File: config.mk
export PLATFORM = sky130hd
export DESIGN_NAME = load_wb
export DESIGN_NICKNAME = d
export VERILOG_FILES = /design/src/rtl/lsu_pkg.sv /design/src/rtl/load_align.sv /design/src/rtl/load_wb.sv
export SDC_FILE = /design/constraint.sdc
export NUM_CORES = 1
export LEC_CHECK = 0
export ABC_CLOCK_PERIOD_IN_PS = 2000
export CAP_MARGIN = 20
export CORE_MARGIN = 5
export CORE_UTILIZATION = 41
export CTS_CLUSTER_DIAMETER = 100
export DETAILED_ROUTE_END_ITERATION = 10
export GPL_TIMING_DRIVEN = 0
export PLACE_DENSITY = 0.81
export SYNTH_ARGS = -nofsm -noshare
export SYNTH_HDL_FRONTEND = slang
export SYNTH_SLANG_ARGS = --single-unit
File: constraint.sdc
create_clock -name clk_i -period 2 [get_ports clk_i]
set_input_delay 0.3 -clock clk_i [delete_from_list [all_inputs] [get_ports clk_i]]
set_output_delay 0.3 -clock clk_i [all_outputs]
set_load 0.03 [all_outputs]
File: src/rtl/lsu_pkg.sv
// Shared load-unit definitions: widths, RV32I load encodings, FSM states.
package lsu_pkg;

   localparam int unsigned XLEN = 32;
   localparam int unsigned REGW = 5;
   localparam int unsigned F3W  = 3;

   localparam logic [F3W-1:0] F3_LB  = 3'b000;
   localparam logic [F3W-1:0] F3_LH  = 3'b001;
   localparam logic [F3W-1:0] F3_LW  = 3'b010;
   localparam logic [F3W-1:0] F3_LBU = 3'b100;
   localparam logic [F3W-1:0] F3_LHU = 3'b101;

   typedef enum logic [1:0] {
      IDLE = 2'd0,
      REQ  = 2'd1,
      WAIT = 2'd2,
      WB   = 2'd3
   } lsu_state_e;

   // High when a load cannot be issued: unknown funct3 or unaligned access.
   function automatic logic ld_reject(input logic [F3W-1:0] funct3, input logic [1:0] offset);
      logic bad;
      case (funct3)
         F3_LB, F3_LBU: bad = 1'b0;
         F3_LH, F3_LHU: bad = offset[0];
         F3_LW:         bad = (offset != 2'b00);
         default:       bad = 1'b1;
      endcase
      return bad;
   endfunction

endpackage

File: src/rtl/load_align.sv
// Selects and extends the addressed byte/halfword from a fetched word.
module load_align
   import lsu_pkg::*;
(
   input  logic [F3W-1:0]  funct3,
   input  logic [1:0]      offset,
   input  logic [XLEN-1:0] word,
   output logic [XLEN-1:0] data
);

   logic [7:0]  byte_sel;
   logic [15:0] half_sel;

   // Lane select, then sign/zero extension by load type.
   always_comb begin
      byte_sel = word[7:0];
      half_sel = word[15:0];
      data     = word;
      case (offset)
         2'd0:    byte_sel = word[7:0];
         2'd1:    byte_sel = word[15:8];
         2'd2:    byte_sel = word[23:16];
         default: byte_sel = word[31:24];
      endcase
      if (offset[1]) begin
         half_sel = word[31:16];
      end
      case (funct3)
         F3_LB:   data = {{24{byte_sel[7]}}, byte_sel};
         F3_LBU:  data = {24'd0, byte_sel};
         F3_LH:   data = {{16{half_sel[15]}}, half_sel};
         F3_LHU:  data = {16'd0, half_sel};
         default: data = word;
      endcase
   end

endmodule

File: src/rtl/load_wb.sv
// Load unit: issues one word read per load, aligns the result and arbitrates
// the register-file write port against the ALU writeback.
module load_wb
   import lsu_pkg::*;
(
   input  logic            clk_i,
   input  logic            rst_i,
   input  logic            ld_valid_i,
   output logic            ld_ready_o,
   input  logic [F3W-1:0]  ld_funct3_i,
   input  logic [XLEN-1:0] ld_addr_i,
   input  logic [REGW-1:0] ld_rd_i,
   input  logic            alu_wren_i,
   input  logic [REGW-1:0] alu_rd_i,
   input  logic [XLEN-1:0] alu_data_i,
   output logic            alu_stall_o,
   output logic            dmem_req_o,
   output logic [XLEN-1:0] dmem_addr_o,
   input  logic            dmem_gnt_i,
   input  logic            dmem_rvalid_i,
   input  logic [XLEN-1:0] dmem_rdata_i,
   output logic            rd_wren_o,
   output logic [REGW-1:0] rd_addr_o,
   output logic [XLEN-1:0] rd_data_o,
   output logic            misalign_o,
   output logic            busy_o
);

   lsu_state_e      state_q, state_d;
   logic [F3W-1:0]  funct3_q;
   logic [1:0]      off_q;
   logic [REGW-1:0] rd_q;
   logic [XLEN-1:0] addr_q;
   logic [XLEN-1:0] data_q;
   logic            misalign_q;
   logic            accept;
   logic            reject;
   logic [XLEN-1:0] align_data;

   assign accept = ld_valid_i & (state_q == IDLE);
   assign reject = ld_reject(ld_funct3_i, ld_addr_i[1:0]);

   load_align u_align (
      .funct3 (funct3_q),
      .offset (off_q),
      .word   (dmem_rdata_i),
      .data   (align_data)
   );

   // State register.
   always_ff @(posedge clk_i) begin
      if (rst_i) begin
         state_q <= IDLE;
      end else begin
         state_q <= state_d;
      end
   end

   // Next state, bus/handshake outputs and register-file port mux.
   always_comb begin
      state_d     = state_q;
      ld_ready_o  = 1'b0;
      dmem_req_o  = 1'b0;
      busy_o      = 1'b1;
      alu_stall_o = 1'b0;
      rd_wren_o   = alu_wren_i & (alu_rd_i != '0);
      rd_addr_o   = alu_rd_i;
      rd_data_o   = alu_data_i;
      case (state_q)
         IDLE: begin
            ld_ready_o = 1'b1;
            busy_o     = 1'b0;
            if (ld_valid_i && !reject) begin
               state_d = REQ;
            end
         end
         REQ: begin
            dmem_req_o = 1'b1;
            if (dmem_gnt_i) begin
               state_d = WAIT;
            end
         end
         WAIT: begin
            if (dmem_rvalid_i) begin
               state_d = WB;
            end
         end
         WB: begin
            rd_wren_o   = (rd_q != '0);
            rd_addr_o   = rd_q;
            rd_data_o   = data_q;
            alu_stall_o = alu_wren_i;
            state_d     = IDLE;
         end
         default: state_d = IDLE;
      endcase
   end

   // Request capture, reject pulse and aligned read-data capture.
   always_ff @(posedge clk_i) begin
      if (rst_i) begin
         funct3_q   <= '0;
         off_q      <= '0;
         rd_q       <= '0;
         addr_q     <= '0;
         data_q     <= '0;
         misalign_q <= 1'b0;
      end else begin
         misalign_q <= accept & reject;
         if (accept) begin
            funct3_q <= ld_funct3_i;
            off_q    <= ld_addr_i[1:0];
            rd_q     <= ld_rd_i;
            addr_q   <= {ld_addr_i[XLEN-1:2], 2'b00};
         end
         if ((state_q == WAIT) && dmem_rvalid_i) begin
            data_q <= align_data;
         end
      end
   end

   assign dmem_addr_o = addr_q;
   assign misalign_o  = misalign_q;

endmodule

# Word level (Yosys, flattened, before mapping)
# Index checks and enable logic that the tools add are counted.
# totals
ff_bits	75
output_inout_bits	75
inputBits	115
# classes
n_reduce_logical	13
eq_ne	15
n_bitwise	3
muxes	15
# op_table
op	n
one-hot mux 32 bit (4 select lines)	1
2-to-1 mux 32 bit	1
one-hot mux 8 bit (3 select lines)	1
2-to-1 mux 16 bit	1
equality test 3 bit (second input constant)	4
nonzero test 5 bit	2
one-hot mux 2 bit (4 select lines)	1
equality test 2 bit (second input constant)	3
equality test 3 x 1 -> 1 bit (second input constant)	2
zero test 3 bit	2
2-to-1 mux 2 bit	3
2-to-1 mux 1 bit	5
2-to-1 mux 5 bit	1
equality test 2 x 1 -> 1 bit (second input constant)	2
zero test 2 bit	2
inequality test 2 bit (second input constant)	2
OR reduction 2 bit	2
bitwise AND 1 bit	3
equality test 3 x 2 -> 1 bit (second input constant)	1
one-hot mux 1 bit (3 select lines)	1
AND reduction 3 bit	1
logical AND 1 bit	2
inequality test 2 x 1 -> 1 bit (second input constant)	1
nonzero test 2 bit	1
zero test 1 bit	1

# Logic depth before layout (Yosys ltp)
# Gate-level depths: netlist of run 1.
# depth
depth_word	7
ltp_mapped	7

# Modules after synthesis
# Synthesis of run 1 repeated with hierarchy kept, for this count alone.
# unflattened
hier_cells	523
hier_area_um2	4150.2
# modules_own_cells
mod	area_each_um2	n_inst	cells_per_inst
load_wb	3180.6	1	390
load_align	969.7	1	133

# Worst setup path before layout of run 1
# No wires, ideal clock.
# synth_path
kind	register to output
startpoint	register state_q[0]
endpoint	output port rd_wren_o
path_stages_with_launch	4
arrival_ns	1.478
t_required_ns	1.700
setup_slack_ns	0.222
cell_sequence	dfxtp_1 > ha_1 > clkbuf_1 > o21ai_0
# synth_via
elab_chain_len	2
# synth_lines
item	line_no	source
start: declaration	load_wb.sv:29	lsu_state_e state_q, state_d;
start signal: assignment	load_wb.sv:55	state_q <= state_d;
equality test 2 bit	load_wb.sv:69	case (state_q)
2-to-1 mux 1 bit	load_wb.sv:69	
end: declaration	load_wb.sv:22	output logic rd_wren_o,
# No other way between the ends.

# Worst setup path after layout of run 1
# layout_path
startpoint	register state_q[0]
endpoint	output port rd_data_o[2]
# layout_via
elab_chain_len	2
# layout_lines
item	line_no	source
equality test 2 bit	load_wb.sv:69	
2-to-1 mux 32 bit	load_wb.sv:69	
end: declaration	load_wb.sv:24	output logic [XLEN-1:0] rd_data_o,
# No other way between the ends.

==> results.toml, run 1 <==
[outcome]
outcome = "complete, no violations"

[critical_path]
arrival_ps = 1630
cp-start-kind = "register"
cp_max_fo = 10
critical_path_class = "reg2out"
required_ps = 1700
endpoint_kind = "output pin"

[clock_network]
cts_max_level = 3
postCtsSetupBuffers = 0
clock_latency_ps = 340
cts_buffers = 9
cts-root-buf = "clkbuf_8"
cts.sinks = 75
path_clk_slew_ps = 80
cts_tree = "done"
cts_buffer_depth = 2

[drt]
first_pass_iters = 5
wl_met2_um = 6200
top_layer_used = "met5"
avgViaCountPerCell = 5.32
wl_per_cell_um = 17.5
route.vias.total = 4100
wl_met3_um = 1720
ant_nets = 0
first_iter_violations = 200
drt-met1-wl_um = 5200
wirelength_um = 13500
remaining_drc_errors = 0

[synth]
synth-seq-cells = 75
synth_area_per_cell_um2 = 8.47
seq_area_frac_synth_pct = 39.0
netlist-cell-type-count = 41
yosysWarnings = 0
synth_cells = 455
netlist_area_mm2 = 0.00385

[floorplanning]
ios = 190
die_h_um = 107
core_mm2 = 0.00920
die-area_mm2 = 0.0114
dieWidth_um = 107
initial_core_util_pct = 41.9
rows = 35

[flow_run]
cap_violations = 0

[pwr]
p_clk_share_pct = 19.3
cellLeakagePower_nw = 2.13
cellInternalPower_mw = 3.31
p_switching_mw = 2.24
combinationalPowerShare_pct = 45.9
power_frac_seq_pct = 34.8
switching_share_pct = 40.4
vdd_ir_drop_max_mv = 0.587
power.density_mw_per_mm2 = 938

[layout]
syn_to_final_growth_pct = 53.5
n_antenna_cell = 0
layout.nets = 773
final_cell_mix = "146 x clkdlybuf4s50_1, 109 x nand2_1, 73 x dfxtp_1, 49 x a21oi_1, 44 x mux2_2"
design_area_mm2 = 0.00591
finalNonFillerCells = 770
drive_above_1_share_pct = 20.8
final_common_cell = "clkdlybuf4s50_1"

[place]
gp_congestion = 0.854
placed_cells = 754
dpl-instance-area_mm2 = 0.00587
numPortBuffers = 187
place_hpwl_um = 10700

[timing]
timing.final.crit_share_pct = 96.3
fin_crit_ps = 1930
worst_slew_margin_rel_pct = 57.9
tightestPinTransition_ps = 632
final-hold-violation-count = 0
max_freq_mhz = 519
setup_viol = 0
fin_skew_ps = 14.9
report.final.slew_viol_count = 0
rsz0062_at_grt = "false"

[global_route]
grt_pass1_wl_um = 20900
grtUsageTotal_pct = 22.9
grt_pass1_vias = 4167
grt_overflow = 0
antenna_found_initial = 1
grt_max_degree = 14

[min_path]
hold_class = "reg2reg"
## layer usage
layer | up-vias | GRT usage, %
li1 | 1979 | -
met1 | 1863 | 25.7
met2 | 224 | 39.3
met3 | 32 | 9.33
met4 | 2 | 7.58
met5 | - | 0
## flip-flops by register name, indices dropped and copies added, names as in the netlist
name,flops
data_q,32
dmem_addr_o,30
funct3_q,3
misalign_o,1
off_q,2
rd_q,5
state_q,2
## cell usage after synthesis (all sizes together)
cell type	n	area, µm²
nor2	35	131
o21ai	12	60.1
nor3b	1	7.51
o2bb2ai	1	8.76
clkbuf	18	67.6
a31oi	1	6.26
nand3b	7	52.6
a311oi	18	220
o2111ai	1	8.76
a211oi	13	118
nand2	109	409
dfxtp	75	1500
and2	3	18.8
ha	4	50.1
o21bai	1	7.51
conb	1	3.75
o21a	1	7.51
nand2b	6	37.5
or4	2	15.0
mux2	44	495
a221oi	1	8.76
mux2i	5	50.1
a22oi	2	15.0
nor3	1	5.00
nor4	4	46.3
or3	7	43.8
o22a	2	17.5
a21o	1	15.0
inv	6	22.5
buf	22	145
a21oi	49	245
nor2b	1	6.26
o22ai	1	6.26
## cell type report
class                      instances  area [µm²]
tap                              111         139
inverter                           6        22.5
clock inverter                     6        41.3
buffer                            40         251
sequential                        75        1510
clock buffer                      10         138
multi-input combinational        335        2130
fill                             794        3280
timing repair buffer             187        1680
## critical path, cell delays in order (launching register included)
cell and delay [ps]:
dfxtp_4 380, ha_4 180, clkbuf_8 200, mux2_2 350, buf_2 180
## per-stage QoR
| step | power [mW] | utilization (%) | setup TNS (ps) | setup WS [ps] | hold slack (ps) |
|---|---|---|---|---|---|
| global route | 5.87 | 64.3 | 0 | 5.18 | 482 |
| finish | 5.55 | 64.3 | 0 | 73.7 | 460 |
| global placement | 4.49 | 63.8 | -18900 | -559 | 442 |
| floorplan | 3.55 | - | 0 | 222 | 428 |
| detailed placement | 4.56 | 63.8 | -21350 | -565 | 449 |
| CTS | 5.57 | 64.5 | -228 | -75.6 | 460 |
## power groups by stage
stage | clock, mW | combinational [mW] | sequential, mW
floorplan | 0 | 1.40 | 2.14
global placement | 0 | 2.55 | 1.94
detailed placement | 0 | 2.61 | 1.95
CTS | 1.09 | 2.55 | 1.93
global route | 1.16 | 2.74 | 1.97
finish | 1.07 | 2.55 | 1.93
## repair_timing
| item | 4_1_cts | 5_1_grt |
|---|---|---|
| resized for setup | 199 | 20 |
| hold buffers | 0 | 0 |
| cloned | 0 | 0 |
| endpoints found under the setup margin | 41 | 36 |
## kinds of logic (layout without fill, tap and decap cells)
family	Yosys count	in the layout	synth area share, %
compound gates	104	104	19.3
fa+ha+maj	4	4	1.30
buf+inv	46	249	6.10
flops	75	75	39.0
mux	49	49	14.2
other cells	1	2	0.0973
simple gates	176	176	20.1
## final timing paths
kind	startpoint	cells after the start	slack [ps]	endpoint
worst max-delay path	state_q[0]	4	70	rd_data_o[2]
worst min-delay path	dmem_addr_o[15]	2	460	dmem_addr_o[15]
worst max register to register	state_q[0]	7	180	data_q[15]
worst min register to register	dmem_addr_o[15]	2	460	dmem_addr_o[15]
Power figures use the tool's default switching activity.
==> run 2, diff against run 1 <==
--- a/config.mk
+++ b/config.mk
@@ -5,6 +5,7 @@
 export SDC_FILE = /design/constraint.sdc
 export NUM_CORES = 1
 export LEC_CHECK = 0
+export ABC_AREA = 1
 export ABC_CLOCK_PERIOD_IN_PS = 2000
 export CAP_MARGIN = 20
 export CORE_MARGIN = 5
==> run 2 against run 1 <==
Utilization increased by 1.3 points. First-iteration DRC count decreased by 8.5%. Setup slack got worse by 7.0 ps. Critical path type unchanged.
==> results.toml, run 2 <==
[synth]
netlist_area_mm2 = 0.00397
post-synth-top-count-cell = "nand2_1"
synth-seq-cells = 75
synthArstFlopShare_pct = 0
synth_area_per_cell_um2 = 6.44
synth_cells = 616
synth_commonest_cells = "137 x nand2_1, 92 x o21ai_0, 82 x inv_1, 82 x nor2_1, 75 x dfxtp_1"
synthFlopType = "dfxtp_1"
synth_top_area_share_pct = 37.8
yosysWarnings = 0
seq_area_frac_synth_pct = 37.8
netlist-cell-type-count = 29
yosysTopAreaCell = "dfxtp_1"
synth_edf_count = 0
synthTopCellsByArea = "dfxtp_1 38%, nand2_1 13%, o21ai_0 12%"

[pwr]
cellLeakagePower_nw = 2.86
power.total_mw = 6.38
vdd_ir_drop_max_mv = 0.786
power.density_mw_per_mm2 = 1010

[layout]
n_antenna_cell = 0
multi_input_area_mm2 = 0.00197
final_cell_mix = "146 x clkdlybuf4s50_1, 137 x nand2_1, 81 x inv_1, 81 x nor2_1, 74 x o21ai_0"
layout.nets = 937
ff_latch_area_mm2 = 0.00151
fill_cells = 866
drive_above_1_share_pct = 12.2
largest_reg_flops = 32
final_common_cell = "clkdlybuf4s50_1"
syn_to_final_growth_pct = 58.7
regMostFlops = "data_q"

[global_route]
grtUsageTotal_pct = 24.0
grt_max_degree = 13
grt_pass1_wl_um = 22100
globalRouteMet2Util_pct = 41.0
use_met1_pct = 26.0
busiest_layer = "met2"
grt_use_met3_pct = 9.73
grt_overflow = 0
grt_pass1_vias = 4754
antenna_found_initial = 0

[drt]
first_pass_iters = 5
remaining_drc_errors = 0
avgViaCountPerCell = 4.85
first_iter_violations = 183
ant_nets = 0
wirelength_um = 14200
route.vias.total = 4635
wl_per_cell_um = 14.9

[floorplanning]
ios = 190
die-area_mm2 = 0.0117
rows = 36
die_h_um = 108
dieWidth_um = 108
initial_core_util_pct = 41.4
core_mm2 = 0.00959

[timing]
worst_slack_ps = 66.7
tightestPinTransition_ps = 596
setup_viol = 0
rsz0062_at_grt = "true"
worst_slew_margin_rel_pct = 60.3
timing.final.crit_share_pct = 96.7
setup_tns_ps = 0
fin_skew_ps = 12.9
max_freq_mhz = 517
final-hold-violation-count = 0
fin_crit_ps = 1930
report.final.slew_viol_count = 0

[outcome]
outcome = "complete, no violations"

[clock_network]
cts_tree = "done"
cts.sinks = 75
path_clk_slew_ps = 90
cts_buffers = 9
cts-root-buf = "clkbuf_8"
cts_buffer_depth = 2
cts_max_level = 3
clock_latency_ps = 350
cts_hold_buffers = 0

[critical_path]
cp_max_fo = 4
arrival_ps = 1630
critical_path_class = "reg2out"
required_ps = 1700
endpoint_kind = "output pin"
cp-start-kind = "register"

[place]
gp_congestion = 0.925
dp_slack_ps = -657
numPortBuffers = 187
place_hpwl_um = 11200

[min_path]
hold_class = "reg2reg"

[flow_run]
cap_violations = 0
## run 2: final timing paths
check,slack (ps),from,endpoint,depth (start not counted)
min reg2reg,470,data_q[2],data_q[2],2
min,470,data_q[2],data_q[2],2
max reg2reg,170,state_q[0],dmem_addr_o[14],7
max,70,state_q[1],dmem_req_o,3
## run 2: metal layers
metal | wire length, µm | vias to the layer above
met1 | 5410 | 2016
met5 | 0 | -
met2 | 6600 | 235
li1 | - | 2348
met4 | 483 | 0
met3 | 1700 | 36
## run 2: report_power, final
| group | switching (mW) | internal [mW] | total, mW | leakage, nW |
|---|---|---|---|---|
| sequential | 0.175 | 1.82 | 1.99 | 0.617 |
| combinational | 1.79 | 1.14 | 2.93 | 2.12 |
| clock | 0.570 | 0.891 | 1.46 | 0.122 |
| total | 2.53 | 3.85 | 6.38 | 2.86 |
## run 2: per-stage QoR
step	util (%)	instances	area, µm²	hold slack (ps)
2_1_floorplan	-	617	3970	439
3_5_place_dp	62.6	937	6010	461
4_1_cts	64.7	954	6200	476
6_report	65.6	955	6300	475
3_3_place_gp	62.6	937	6010	458
5_1_grt	65.6	955	6300	493
## run 2: area by class of cell
class,count,share of cell area (%)
Buffer,40,4.09
Tap cell,133,2.64
Timing Repair Buffer,190,28.8
Inverter,87,5.31
Clock inverter,4,1.55
Multi-Input combinational cell,415,31.3
Sequential cell,75,24.0
Clock buffer,11,2.40
## run 2: repair_timing
item / 4_1_cts / 5_1_grt
buffers inserted: 2 / 1
endpoints found under the setup margin: 41 / 40
resized for setup: 258 / 49
hold endpoints to repair: 0 / 0
## run 2: kinds of logic after synthesis
| family | count (synthesis) | share of synthesized area, % |
|---|---|---|
| DFF | 75 | 37.8 |
| buffers and inverters | 127 | 13.2 |
| AOI/OAI and AO/OA | 159 | 21.8 |
| and+or+nand+nor | 250 | 25.9 |
| other | 1 | 0.0945 |
| adders and majority gates | 4 | 1.26 |
## run 2: worst max-delay path, stage by stage (launching register included)
cell and delay, ps:
dfxtp_4 370, inv_1 80, ha_1 170, clkdlybuf4s50_1 670
==> run 3, diff against run 2 <==
--- a/config.mk
+++ b/config.mk
@@ -7,7 +7,7 @@
 export LEC_CHECK = 0
 export ABC_AREA = 1
 export ABC_CLOCK_PERIOD_IN_PS = 2000
-export CAP_MARGIN = 20
+export CAP_MARGIN = 30
 export CORE_MARGIN = 5
 export CORE_UTILIZATION = 41
 export CTS_CLUSTER_DIAMETER = 100
==> results of run 3 <==
Final layout, timing and power as in run 2 (identical DEF).
